<file path="config.mk">
export PLATFORM = sky130hd
export DESIGN_NAME = iob_fifo_wr_arb
export DESIGN_NICKNAME = d
export VERILOG_FILES = /design/src/rtl/iob_fifo_wr_arb_pkg.sv /design/src/rtl/iob_rr_pick.sv /design/src/rtl/iob_fifo_wr_arb.sv
export SDC_FILE = /design/constraint.sdc
export NUM_CORES = 1
export LEC_CHECK = 0
export ABC_AREA = 1
export CORE_MARGIN = 1.5
export CORE_UTILIZATION = 25
export DETAILED_ROUTE_END_ITERATION = 16
export HOLD_SLACK_MARGIN = 0.03
export PLACE_DENSITY_LB_ADDON = 0.25
export SYNTH_ARGS = -nofsm -noshare
export SYNTH_HDL_FRONTEND = slang
export SYNTH_SLANG_ARGS = --single-unit
</file>
<file path="constraint.sdc">
create_clock -name clk -period 1.3 [get_ports clk]
set_clock_uncertainty 0.15 [all_clocks]
set_input_delay 0.26 -clock clk [delete_from_list [all_inputs] [get_ports clk]]
set_output_delay 0.26 -clock clk [all_outputs]
set_load 0.01 [all_outputs]
</file>
<file path="src/rtl/iob_fifo_wr_arb_pkg.sv">
// Shared types and width helpers for the FIFO write-port arbiter family.
package iob_fifo_wr_arb_pkg;

  typedef enum logic {
    IDLE  = 1'b0,
    BURST = 1'b1
  } arb_state_e;

  // Bit width needed to hold indices 0..n-1, never narrower than one bit.
  function automatic int unsigned clog2_min1(input int unsigned n);
    return (n > 1) ? $clog2(n) : 1;
  endfunction

endpackage

</file>
<file path="src/rtl/iob_rr_pick.sv">
// Combinational round-robin picker: first set req bit after ptr, wrapping modulo N_REQ.
module iob_rr_pick
  import iob_fifo_wr_arb_pkg::*;
#(
  parameter  int unsigned N_REQ = 4,
  localparam int unsigned IDX_W = clog2_min1(N_REQ)
) (
  input  logic [N_REQ-1:0] req,
  input  logic [IDX_W-1:0] ptr,
  output logic             valid,
  output logic [IDX_W-1:0] idx
);

  logic [IDX_W-1:0] cand;

  // Walk the distances from farthest to nearest so the nearest hit wins.
  always_comb begin
    valid = 1'b0;
    idx   = '0;
    cand  = '0;
    for (int unsigned k = N_REQ; k > 0; k--) begin
      cand = IDX_W'((32'(ptr) + k) % N_REQ);
      if (req[cand]) begin
        valid = 1'b1;
        idx   = cand;
      end
    end
  end

endmodule

</file>
<file path="src/rtl/iob_fifo_wr_arb.sv">
// Round-robin burst arbiter sharing one FIFO write port between N_REQ producers.
module iob_fifo_wr_arb
  import iob_fifo_wr_arb_pkg::*;
#(
  parameter int unsigned N_REQ     = 4,
  parameter int unsigned DATA_W    = 8,
  parameter int unsigned ADDR_W    = 4,
  parameter int unsigned BURST_LEN = 4,
  parameter int unsigned ATOMIC    = 0
) (
  input  logic                    clk,
  input  logic                    rst,
  input  logic [N_REQ-1:0]        req,
  input  logic [N_REQ*DATA_W-1:0] data,
  input  logic [N_REQ-1:0]        last,
  output logic [N_REQ-1:0]        ack,
  output logic [N_REQ-1:0]        grant,
  output logic                    busy,
  output logic                    fifo_w_en,
  output logic [DATA_W-1:0]       fifo_w_data,
  input  logic                    fifo_w_full,
  input  logic [ADDR_W-1:0]       fifo_w_level
);

  localparam int unsigned IDX_W = clog2_min1(N_REQ);
  localparam int unsigned CNT_W = clog2_min1(BURST_LEN + 1);
  localparam int unsigned DEPTH = (1 << ADDR_W) - 1;

  arb_state_e        state;
  logic [IDX_W-1:0]  ptr;
  logic [IDX_W-1:0]  idx;
  logic [CNT_W-1:0]  burst_cnt;
  logic              pick_valid;
  logic [IDX_W-1:0]  pick_idx;
  logic [ADDR_W:0]   free;
  logic              ok_start;
  logic              active;
  logic              burst_done;
  logic [DATA_W-1:0] words [N_REQ];

  for (genvar i = 0; i < N_REQ; i++) begin : g_words
    assign words[i] = data[i*DATA_W +: DATA_W];
  end

  iob_rr_pick #(
    .N_REQ (N_REQ)
  ) u_pick (
    .req   (req),
    .ptr   (ptr),
    .valid (pick_valid),
    .idx   (pick_idx)
  );

  // Atomic mode only opens a burst when a full BURST_LEN of space is free.
  assign free     = (ADDR_W+1)'(DEPTH) - {1'b0, fifo_w_level};
  assign ok_start = (ATOMIC == 0) || (free >= (ADDR_W+1)'(BURST_LEN));

  assign busy        = (state == BURST);
  assign active      = busy && !rst;
  assign fifo_w_en   = active && req[idx] && !fifo_w_full;
  assign fifo_w_data = active ? words[idx] : '0;
  assign ack         = grant & {N_REQ{fifo_w_en}};
  assign burst_done  = !req[idx] ||
                       (fifo_w_en && (last[idx] || (burst_cnt == CNT_W'(BURST_LEN - 1))));

  always_ff @(posedge clk) begin
    if (rst) begin
      state     <= IDLE;
      grant     <= '0;
      ptr       <= IDX_W'(N_REQ - 1);
      idx       <= '0;
      burst_cnt <= '0;
    end else begin
      case (state)
        IDLE: begin
          if (pick_valid && ok_start) begin
            state     <= BURST;
            grant     <= N_REQ'(1) << pick_idx;
            idx       <= pick_idx;
            burst_cnt <= '0;
          end
        end
        BURST: begin
          // The served index drops to lowest priority for the next pick.
          if (burst_done) begin
            state     <= IDLE;
            ptr       <= idx;
            grant     <= '0;
            burst_cnt <= '0;
          end else if (fifo_w_en) begin
            burst_cnt <= burst_cnt + CNT_W'(1);
          end
        end
      endcase
    end
  end

endmodule
</file>
==> summary.txt, run 1 <==
Run status
  • Result of the run: complete, but fails checks
  • Failing checks: negative setup slack

Die
  • Row Count: 24
  • Height of the die: between 70 and 80 um
  • Die width: ~72 um
  • Starting density of the core: 0.265
  • Area enclosed by the die boundary: about 5100 um^2
  • Total I/O pin count: 65
  • Core Region: roughly 4400 um^2

Setup path
  • Cell at the slowest stage of the critical path: sky130_fd_sc_hd__dfxtp_4
  • Crit path capture type: output port
  • Required @ worst endpoint: 0.89 ns
  • Worst-case register-to-register setup slack: -0.46 ns
  • Critical path cell sequence: buf_6 -> a21oi_2 -> o21ai_1 -> nand2_1 -> inv_2 -> nand2_4 -> nor2_2 -> buf_2
  • CP bufs+invs: 3
  • CP Class: flip-flop to output port
  • Cell family with most CP delay: flip-flops
  • CP peak stage delay: roughly 0.36 ns
  • Peak fanout along the critical path: 5
  • Worst setup startpoint: idx[0]
  • Kind of start point of the critical path: flip-flop
  • Arrival time of data at the critical path endpoint: between 1 and 1.5 ns
  • Reg-to-Reg Start: idx[0]

Layout
  • Number of diodes: 0
  • Utilization after layout: 0.510
  • Non-Filler Instances: 355
  • Share of layout cells above drive strength 1: 0.449
  • Area added between synthesis and finish: 92.7%
  • Layout filler cell count: about 460
  • Layout Nets: 354

Timing
  • Setup repair after global routing missed its margin: true
  • Final count of pins violating max slew: 0
  • Post-layout minimum cycle time: between 1.5 and 2 ns
  • Final worst-path cycle share: 1.37
  • Highest achievable clock rate: between 500 and 600 MHz
  • Slew @ Worst Pin: 0.234 ns
  • Hold violation total from the final report: 0
  • Total Neg Setup Slack: -9.93 ns
  • Final Setup Violations: 25
  • Setup ws final: -0.484 ns
  • Relative slew slack: 0.844

Place
  • Cell total after placement: around 340
  • Post-placement setup slack: -0.982 ns
  • Number of I/O port buffers: 60
  • DPL Wire Length: ~2.9 mm
  • RePlAce Congestion: 0.760

Synth
  • Synth Register Bits: 12
  • Share of the synthesized area in the top cell type: 0.204
  • EDFF count, synth: 0
  • Sequential cell area fraction in the yosys report: 0.204
  • Most used standard cells in the synthesized netlist: sky130_fd_sc_hd__nand2_1 (44), sky130_fd_sc_hd__nor2_1 (41), sky130_fd_sc_hd__a21oi_1 (19), sky130_fd_sc_hd__inv_1 (19), sky130_fd_sc_hd__o21ai_0 (16)
  • Yosys top cell by area: sky130_fd_sc_hd__dfxtp_1
  • Net Count, Synth: roughly 260
  • Dominant cell by count in the synthesized netlist: sky130_fd_sc_hd__nand2_1
  • Synthesized area: 1180 um^2
  • Average footprint of a synthesized cell: ~5.7 um^2
  • Syn. warnings: 0
  • Main flop type after synthesis: sky130_fd_sc_hd__dfxtp_1
  • Number of distinct library cells after synthesis: 25
  • Top post-synthesis cells by area: sky130_fd_sc_hd__dfxtp_1 (20%), sky130_fd_sc_hd__nand2_1 (14%), sky130_fd_sc_hd__nor2_1 (13%), sky130_fd_sc_hd__a21oi_1 (8.1%), sky130_fd_sc_hd__o21ai_0 (6.8%)
  • Number of standard cells after synthesis: about 210
  • Fraction of synthesis flops using an asynchronous set or reset pin: 0

Global routing
  • Antenna violations before repair: 0
  • First-pass GRT wire length: just under 7 mm
  • Maximum number of pins on one net before global-route repair: 10
  • Global route overflow: 0
  • Global-route usage over all layers: 0.169
  • Vias in the first global route: ~1,600

CTS
  • CTS tree: built
  • Clock latency at the later pin of the worst-skew pair: between 0.2 and 0.25 ns
  • TritonCTS buffer count: 3
  • Clock root buffer: sky130_fd_sc_hd__clkbuf_8
  • Clock sink count: 12
  • Buffer depth of the longest clock path: 2
  • Clock-pin slew on the worst setup and hold paths: about 0.050 ns
  • Max H-tree Level: 1

Power and ir drop
  • P_leak: approximately 1.1 nW
  • Maximum VDD drop: 0.826 mV
  • Pwr Density: 1350 nW/um^2
  • Tot Pwr: 3.06 mW

Drt
  • Detailed-routing iteration count for the pre-antenna-repair pass: 6
  • Routed WL: roughly 4.2 mm
  • First-iteration detailed-routing DRC count: 52
  • Routed wire length per instance: between 10 and 15 um
  • Total DRC errors in the routed layout: 0
  • Total vias in the final route: 1,592
  • Post-route antenna net violation count: 0
  • Vias per Instance: approximately 4.5

Min path
  • Startpoint of the tightest hold check path: rst
  • Worst min path class: input port to flip-flop

Job
  • MaxCap Viol Count: 0
[state kept, by name, summed over array words and instances (netlist names)]
register,count
burst_cnt,3
busy,1
grant,4
idx,2
ptr,2
[per-layer routing]
| metal | GRT usage | vias up | share of wire | wire length [um] |
|---|---|---|---|---|
| met2 | 0.303 | 29 | 0.51 | 2130 |
| met3 | 0.0281 | 5 | 0.036 | 152 |
| li1 | - | 850 | - | - |
| met5 | 0 | - | 0 | 0 |
| met1 | 0.218 | 708 | 0.45 | 1890 |
| met4 | 0.0189 | 0 | 0.0048 | 20 |
[kinds of logic after synthesis]
logic type | count (synthesis) | synth area share
adders and majority gates | 2 | 0.0213
AOI/OAI and AO/OA | 47 | 0.214
and+or+nand+nor | 109 | 0.405
DFF | 12 | 0.204
buffers and inverters | 38 | 0.156
[layout by cell type (no fill, tap or decap), drive strengths merged, types with 5 or more instances in the layout]
master	instances
buf	58
nand2	54
nor2	44
clkdlybuf4s50	37
inv	30
o21ai	25
a21oi	20
dfxtp	12
nand3	10
dlygate4sd2	5
[what timing repair did]
item | in CTS | in global routing
hold buffers | 0 | 0
hold endpoints to repair | 0 | 0
gates resized for setup | 115 | 29
setup endpoints to repair | 30 | 25
pin swaps | 24 | 14
gates cloned | 2 | 0
buffers inserted | 10 | 2
[metrics by stage]
stage	cell area (um^2)	hold WS, ns
2_1_floorplan	1230	0.299
3_3_place_gp	2030	0.349
6_report	2270	0.363
4_1_cts	2170	0.355
5_1_grt	2270	0.386
3_5_place_dp	2030	0.363
[where the power goes]
part	total, mW	switching (mW)	internal [mW]
clock network	0.341	0.136	0.204
registers	0.570	0.0955	0.474
logic	2.15	1.14	1.01
total	3.06	1.37	1.69
[area by class of cell]
type                       count  area (um^2)  share of cell area
clock buffer                   3         41.3              0.0182
timing repair inverter         1         6.26             0.00276
tap                           52         65.1              0.0287
inverter                      29          126              0.0557
timing repair buffer         100          863               0.381
multi-input combinational    158          911               0.402
sequential                    12          255               0.113
[worst reg2reg max path, stage by stage, from the launching register on]
cell and delay, ns:
sky130_fd_sc_hd__dfxtp_4 0.38, sky130_fd_sc_hd__buf_4 0.17, sky130_fd_sc_hd__inv_8 0.05, sky130_fd_sc_hd__buf_4 0.14, sky130_fd_sc_hd__nand2_1 0.05, sky130_fd_sc_hd__nand3_1 0.06
sky130_fd_sc_hd__nand2_1 0.10, sky130_fd_sc_hd__nand2_1 0.08, sky130_fd_sc_hd__nand2_2 0.08, sky130_fd_sc_hd__nand2_4 0.07, sky130_fd_sc_hd__nor2_4 0.12, sky130_fd_sc_hd__inv_2 0.06
sky130_fd_sc_hd__o21ai_2 0.10, sky130_fd_sc_hd__inv_1 0.04, sky130_fd_sc_hd__nor2_1 0.07
[worst paths after layout]
| check | endpoint | cells past startpoint |
|---|---|---|
| hold reg to reg | burst_cnt[2] | 2 |
| setup / recovery | ack[0] | 8 |
| setup reg to reg | burst_cnt[2] | 14 |
| hold / removal | grant[0] | 3 |
No activity file was read; power rests on OpenSTA's default activity.
==> run 2, diff against run 1 <==
--- a/config.mk
+++ b/config.mk
@@ -10,7 +10,8 @@
 export CORE_UTILIZATION = 25
 export DETAILED_ROUTE_END_ITERATION = 16
 export HOLD_SLACK_MARGIN = 0.03
-export PLACE_DENSITY_LB_ADDON = 0.25
+export PLACE_DENSITY = 0.59
+export RECOVER_POWER = 50
 export SYNTH_ARGS = -nofsm -noshare
 export SYNTH_HDL_FRONTEND = slang
 export SYNTH_SLANG_ARGS = --single-unit
==> run 2 against run 1 <==
Compared with the run above:
- the run ends with design-rule violations, negative setup slack left
- first-iteration DRC count decreased by 3.8%
- sequential share of layout area increased by 0.39 points
- clock-buffer cell count unchanged
- fmax grew 2.9%
- via count is 4.8% lower
- critical path type unchanged
- largest cell class unchanged
- largest power group unchanged
==> summary.txt, run 2 (synthesis results as in run 1) <==
Run status
  • Result of the run: complete, but fails checks
  • Failing checks: design-rule violations, negative setup slack

Layout
  • Non-Filler Instances: 347 (-2.3%)
  • Largest registers: grant x4, burst_cnt x3
  • Utilization after layout: 0.491 (-0.0194)
  • Number of diodes: 0 (unchanged)
  • Most frequent standard cell in the layout excluding fill and tap cells: sky130_fd_sc_hd__clkdlybuf4s50_1
  • Largest register FFs: 4 (unchanged)
  • Top register by number of flip-flops: grant
  • Layout filler cell count: 459 (-0.43%)
  • Area added between synthesis and finish: 85.3%
  • Layout Nets: 346 (-2.3%)
  • Most frequent cells in the layout: sky130_fd_sc_hd__clkdlybuf4s50_1 (38), sky130_fd_sc_hd__nor2_1 (36), sky130_fd_sc_hd__nand2_1 (24), sky130_fd_sc_hd__buf_4 (24), sky130_fd_sc_hd__nand2_2 (22)
  • Final non-filler cell area: 2180 um^2 (-3.8%)
  • Share of layout cells above drive strength 1: 0.424 (-0.0251)

Global routing
  • Vias in the first global route: 1,564 (-0.13%)
  • Global-route usage over all layers: 0.161 (-0.00808)
  • Antenna violations before repair: 0 (unchanged)
  • First-pass GRT wire length: 6.75 mm (-3.1%)
  • Global route overflow: 0 (unchanged)
  • Maximum number of pins on one net before global-route repair: 19 (+9)

CTS
  • Clock root buffer: sky130_fd_sc_hd__clkbuf_8
  • Hold-fix buffers at CTS: 0 (unchanged)
  • Clock sink count: 12 (unchanged)
  • Max H-tree Level: 1 (unchanged)
  • Clock-pin slew on the worst setup and hold paths: 0.05 ns (about the same)
  • Clock latency at the later pin of the worst-skew pair: 0.24 ns (about the same)
  • TritonCTS buffer count: 3 (unchanged)
  • Buffer depth of the longest clock path: 2 (unchanged)
  • CTS tree: built

Timing
  • Worst-case hold slack: 0.330 ns (-0.0336 ns)
  • Hold violation total from the final report: 0 (unchanged)
  • Highest achievable clock rate: 577 MHz (+2.9%)
  • Final Setup Violations: 25 (unchanged)
  • Setup repair after global routing missed its margin: true
  • Relative slew slack: 0.869 (+0.0253)
  • Total Neg Setup Slack: -8.64 ns (+1.29 ns)
  • Final count of pins violating max slew: 0 (unchanged)
  • Final worst-path cycle share: 1.33 (-0.0388)
  • Slew @ Worst Pin: 0.195 ns (-0.0387 ns)
  • Setup ws final: -0.434 ns (+0.0505 ns)
  • Post-layout minimum cycle time: 1.73 ns (-0.0505 ns)

Power and ir drop
  • P_leak: 1.04 nW (-4.3%)
  • Maximum VDD drop: 0.953 mV (+15%)
  • Tot Pwr: 2.87 mW (-6.1%)
  • Pwr Density: 1320 nW/um^2 (-2.4%)

Setup path
  • Peak fanout along the critical path: 6 (+1)
  • Critical path cell sequence: buf_6 -> o21ai_2 -> nand2_2 -> inv_2 -> nand2_4 -> nor2_2 -> buf_2
  • CP Class: flip-flop to output port
  • Arrival time of data at the critical path endpoint: 1.32 ns (-0.05 ns)
  • Register-to-Register Path Depth: 13 (-1)
  • Reg-to-Reg Start: idx[0]
  • Cell at the slowest stage of the critical path: sky130_fd_sc_hd__dfxtp_4
  • Kind of start point of the critical path: flip-flop
  • Crit path capture type: output port
  • CP peak stage delay: 0.38 ns (+0.02 ns)
  • Worst setup startpoint: idx[0]
  • Worst-case register-to-register setup slack: -0.36 ns (+0.10 ns)
  • Worst Setup EP: ack[0]
  • Reg2reg end: burst_cnt[2]
  • Required @ worst endpoint: 0.89 ns (about the same)

Place
  • RePlAce Congestion: 0.797 (+4.9%)
  • Area after DPL: 2010 um^2 (-0.98%)
  • Post-placement setup slack: -0.967 ns (+0.0154 ns)
  • Number of I/O port buffers: 60 (unchanged)
  • Cell total after placement: 337 (-0.30%)
  • DPL Wire Length: 2.95 mm (+0.74%)

Drt
  • Vias per Instance: 4.37 (-2.6%)
  • Post-route antenna net violation count: 0 (unchanged)
  • Total DRC errors in the routed layout: 1 (+1)
  • Routed WL: 3.89 mm (-7.4%)
  • First-iteration detailed-routing DRC count: 50 (-3.8%)
  • Total vias in the final route: 1,516 (-4.8%)
  • Detailed-routing iteration count for the pre-antenna-repair pass: 10 (+4)
  • Routed wire length per instance: 11.2 um (-5.2%)

Die
  • Core Region: 4440 um^2 (unchanged)
  • Area enclosed by the die boundary: 5130 um^2 (unchanged)
  • Height of the die: 71.6 um (unchanged)
  • Total I/O pin count: 65 (unchanged)
  • Starting density of the core: 0.265 (unchanged)
  • Die width: 71.6 um (unchanged)
  • Row Count: 24 (unchanged)

Min path
  • Worst min path class: flip-flop to flip-flop

Job
  • MaxCap Viol Count: 0 (unchanged)
-- run 2: area by class of cell --
cell class / instances / area [um^2] / area share
clock buffers: 3 / 41.3 / 0.0189
inverters: 29 / 116 / 0.0533
multi-input cells: 158 / 917 / 0.420
flip-flops and latches: 12 / 254 / 0.116
well taps: 52 / 65.1 / 0.0298
repair buffers: 93 / 788 / 0.361
-- run 2: how the worst min path moves through the flow --
stage	from	cells past startpoint	end	slack (ns)
3_3_place_gp	burst_cnt[0]	2	burst_cnt[0]	0.32
4_1_cts	burst_cnt[0]	2	burst_cnt[0]	0.34
5_1_grt	burst_cnt[0]	2	burst_cnt[0]	0.37
3_5_place_dp	burst_cnt[0]	2	burst_cnt[0]	0.33
6_report	burst_cnt[0]	2	burst_cnt[0]	0.33
2_1_floorplan	burst_cnt[0]	2	burst_cnt[0]	0.30
-- run 2: worst max-delay path: cells and delay by family, from the launching register on --
family	cells	cell delay (ns)
AO/OA/AOI/OAI	1	0.11
buffers and inverters	3	0.33
flip-flops	1	0.38
AND/OR/NAND/NOR	3	0.26
-- run 2: power breakdown --
part,internal [mW],total [mW],switching (mW),leakage [nW]
Clock,0.204,0.334,0.130,0.0216
Combinational,0.921,1.96,1.04,0.923
Sequential,0.474,0.577,0.103,0.100
-- run 2: layer usage --
| metal | part of all wire | GRT usage |
|---|---|---|
| met1 | 0.45 | 0.206 |
| met2 | 0.51 | 0.288 |
| met3 | 0.032 | 0.0309 |
| met4 | 0.0041 | 0.0189 |
| met5 | 0 | 0 |
-- run 2: what timing repair did --
action | CTS | global route
resized for setup | 112 | 24
buffers inserted | 5 | 2
endpoints found under the setup margin | 30 | 27
pin swaps | 19 | 10
==> run 3, diff against run 2 <==
--- a/config.mk
+++ b/config.mk
@@ -7,10 +7,10 @@
 export LEC_CHECK = 0
 export ABC_AREA = 1
 export CORE_MARGIN = 1.5
-export CORE_UTILIZATION = 25
+export CORE_UTILIZATION = 35
 export DETAILED_ROUTE_END_ITERATION = 16
 export HOLD_SLACK_MARGIN = 0.03
-export PLACE_DENSITY = 0.59
+export PLACE_DENSITY = 0.78
 export RECOVER_POWER = 50
 export SYNTH_ARGS = -nofsm -noshare
 export SYNTH_HDL_FRONTEND = slang
==> run 3 against run 2 <==
Compared with the run above:
- the run ends with negative setup slack left
- setup slack got worse by 0.080 ns
- hold slack got worse by 0.017 ns
- via count increased by 12%
- first-iteration DRC count increased to 2.6 times the previous value
- utilization increased by 26 points
- sequential share of layout area decreased by 0.59 points
- register-to-register slack got worse by 0.07 ns
- flip-flop and latch count unchanged
- combinational power increased by 19%
- clock-buffer cell count increased by 1
- fmax decreased by 4.4%
- non-clock buffer count increased by 9
- critical path type unchanged
- largest cell class unchanged
- highest routed layer unchanged
==> summary.txt, run 3 (synthesis results as in run 1) <==
Place
  • Area after DPL: 2020 um^2 (+0.12%)
  • DPL Wire Length: 2.94 mm (-0.45%)
  • RePlAce Congestion: 0.868 (+8.9%)
  • Number of I/O port buffers: 60 (unchanged)

Power and ir drop
  • Tot Pwr: 3.20 mW (+11%)
  • Pwr Density: 1360 nW/um^2 (+3.2%)
  • P_leak: 1.10 nW (+5.7%)
  • Maximum VDD drop: 1.04 mV (+9.3%)

Timing
  • Post-layout minimum cycle time: 1.81 ns (+0.0797 ns)
  • Total Neg Setup Slack: -10.26 ns (-1.62 ns)
  • Final Setup Violations: 25 (unchanged)
  • Setup repair after global routing missed its margin: true
  • Highest achievable clock rate: 551 MHz (-4.4%)
  • Final count of pins violating max slew: 0 (unchanged)
  • Slew @ Worst Pin: 0.218 ns (+0.0230 ns)
  • Hold violation total from the final report: 0 (unchanged)
  • Final worst-path cycle share: 1.39 (+0.0613)
  • Relative slew slack: 0.853 (-0.0158)
  • Setup ws final: -0.513 ns (-0.0797 ns)
  • Worst-case hold slack: 0.313 ns (-0.0169 ns)

Global routing
  • Antenna violations before repair: 0 (unchanged)
  • Maximum number of pins on one net before global-route repair: 17 (-2)
  • Vias in the first global route: 1,678 (+7.3%)
  • Global-route usage over all layers: 0.254 (+0.0931)
  • First-pass GRT wire length: 7.11 mm (+5.4%)
  • Global route overflow: 0 (unchanged)

Drt
  • Routed wire length per instance: 13.1 um (+17%)
  • Post-route antenna net violation count: 0 (unchanged)
  • Vias per Instance: 4.86 (+11%)
  • Total vias in the final route: 1,697 (+12%)
  • Detailed-routing iteration count for the pre-antenna-repair pass: 4 (-6)
  • First-iteration detailed-routing DRC count: 131 (+160%)
  • Routed WL: 4.58 mm (+18%)
  • Total DRC errors in the routed layout: 0 (-1)

CTS
  • Max H-tree Level: 1 (unchanged)
  • Clock latency at the later pin of the worst-skew pair: 0.27 ns (+0.03 ns)
  • Clock-pin slew on the worst setup and hold paths: 0.08 ns (+0.03 ns)
  • CTS tree: built
  • Buffer depth of the longest clock path: 2 (unchanged)
  • Clock root buffer: sky130_fd_sc_hd__clkbuf_4
  • Clock sink count: 12 (unchanged)
  • TritonCTS buffer count: 3 (unchanged)

Layout
  • Number of diodes: 0 (unchanged)
  • Flip-flop and latch area: 260 um^2 (+2.5%)
  • Final non-filler cell area: 2360 um^2 (+8.0%)
  • Layout filler cell count: 232 (-49%)
  • Top register by number of flip-flops: grant
  • Most frequent cells in the layout: sky130_fd_sc_hd__clkdlybuf4s50_1 (37), sky130_fd_sc_hd__buf_4 (32), sky130_fd_sc_hd__nor2_1 (31)
  • Area added between synthesis and finish: 100%
  • Layout Nets: 355 (+2.6%)
  • Largest registers: grant x4, burst_cnt x3
  • Largest register FFs: 4 (unchanged)
  • Most frequent standard cell in the layout excluding fill and tap cells: sky130_fd_sc_hd__clkdlybuf4s50_1
  • Share of layout cells above drive strength 1: 0.518 (+0.0943)
  • Utilization after layout: 0.753 (+0.262)
  • Area of combinational cells with multiple inputs: 981 um^2 (+7.0%)

Job
  • MaxCap Viol Count: 0 (unchanged)

Setup path
  • Reg-to-Reg Start: idx[0]
  • Required @ worst endpoint: 0.89 ns (about the same)
  • Worst setup startpoint: idx[0]
  • CP Class: flip-flop to output port
  • Arrival time of data at the critical path endpoint: 1.40 ns (+0.08 ns)
  • Crit path capture type: output port
  • Kind of start point of the critical path: flip-flop
  • Worst-case register-to-register setup slack: -0.43 ns (-0.07 ns)
  • Peak fanout along the critical path: 5 (-1)

Die
  • Row Count: 20 (-17%)
  • Starting density of the core: 0.376 (+0.111)
  • Core Region: 3130 um^2 (-30%)
  • Total I/O pin count: 65 (unchanged)
  • Area enclosed by the die boundary: 3720 um^2 (-27%)
  • Die width: 61 um (-15%)
  • Height of the die: 61 um (-15%)

Min path
  • Startpoint of the tightest hold check path: rst
  • Worst min path class: input port to flip-flop

Run status
  • Failing checks: negative setup slack
  • Result of the run: complete, but fails checks
## run 3: changes by cell type in the layout (fill, tap and decap cells not counted), moves of 5 or more
cell,change
sky130_fd_sc_hd__a21oi_2,+7
sky130_fd_sc_hd__nand2_2,+5
sky130_fd_sc_hd__a21oi_1,-8
sky130_fd_sc_hd__nor2_1,-5
sky130_fd_sc_hd__nor2_2,+6
sky130_fd_sc_hd__buf_4,+8
## run 3: final cells by class
class                           count  share of cell area
Sequential cell                    12               0.110
Multi-Input combinational cell    158               0.416
Inverter                           29              0.0547
Tap cell                           44              0.0234
Clock buffer                        4              0.0154
Timing Repair Buffer              102               0.380
## run 3: per-stage QoR
step	std cells	worst slack, ns
after detailed placement	329	-0.980
after CTS	341	-0.536
final	349	-0.513
after floorplan	208	-0.104
after global routing	349	-0.589
after global placement	329	-0.951
## run 3: where the power goes
group          total [mW]  switching, mW  leakage (nW)  internal, mW
Sequential          0.571         0.0926         0.102         0.478
Clock               0.297          0.126        0.0210         0.170
Combinational        2.33           1.25         0.981          1.08
## run 3: final timing paths
kind	end	depth (start not counted)
setup / recovery	fifo_w_en	8
hold / removal	busy	3
setup reg to reg	burst_cnt[2]	14
hold reg to reg	burst_cnt[2]	2
## run 3: what timing repair did
item / 4_1_cts / 5_1_grt
pin swaps: 21 / 20
setup endpoints to repair: 30 / 29
cloned: 1 / 0
hold buffers: 0 / 0
gates resized for setup: 132 / 37
hold endpoints to repair: 0 / 0
setup buffers: 7 / 10
## run 3: layer usage
layer  up-vias  GRT usage  routed length (um)
met5         -          0                   0
met4         0      0.134                 131
met3        14     0.0640                 210
met2        46      0.436                2380
met1       787      0.288                1860
li1        850          -                   -
## run 3: worst max-delay path: stages (launching register included)
cell	delay (ns)
sky130_fd_sc_hd__dfxtp_4	0.37
sky130_fd_sc_hd__buf_8	0.14
sky130_fd_sc_hd__a21oi_2	0.10
sky130_fd_sc_hd__o21ai_1	0.07
sky130_fd_sc_hd__nand2_1	0.12
sky130_fd_sc_hd__inv_2	0.07
sky130_fd_sc_hd__nand2_4	0.09
sky130_fd_sc_hd__inv_1	0.05
sky130_fd_sc_hd__buf_2	0.13
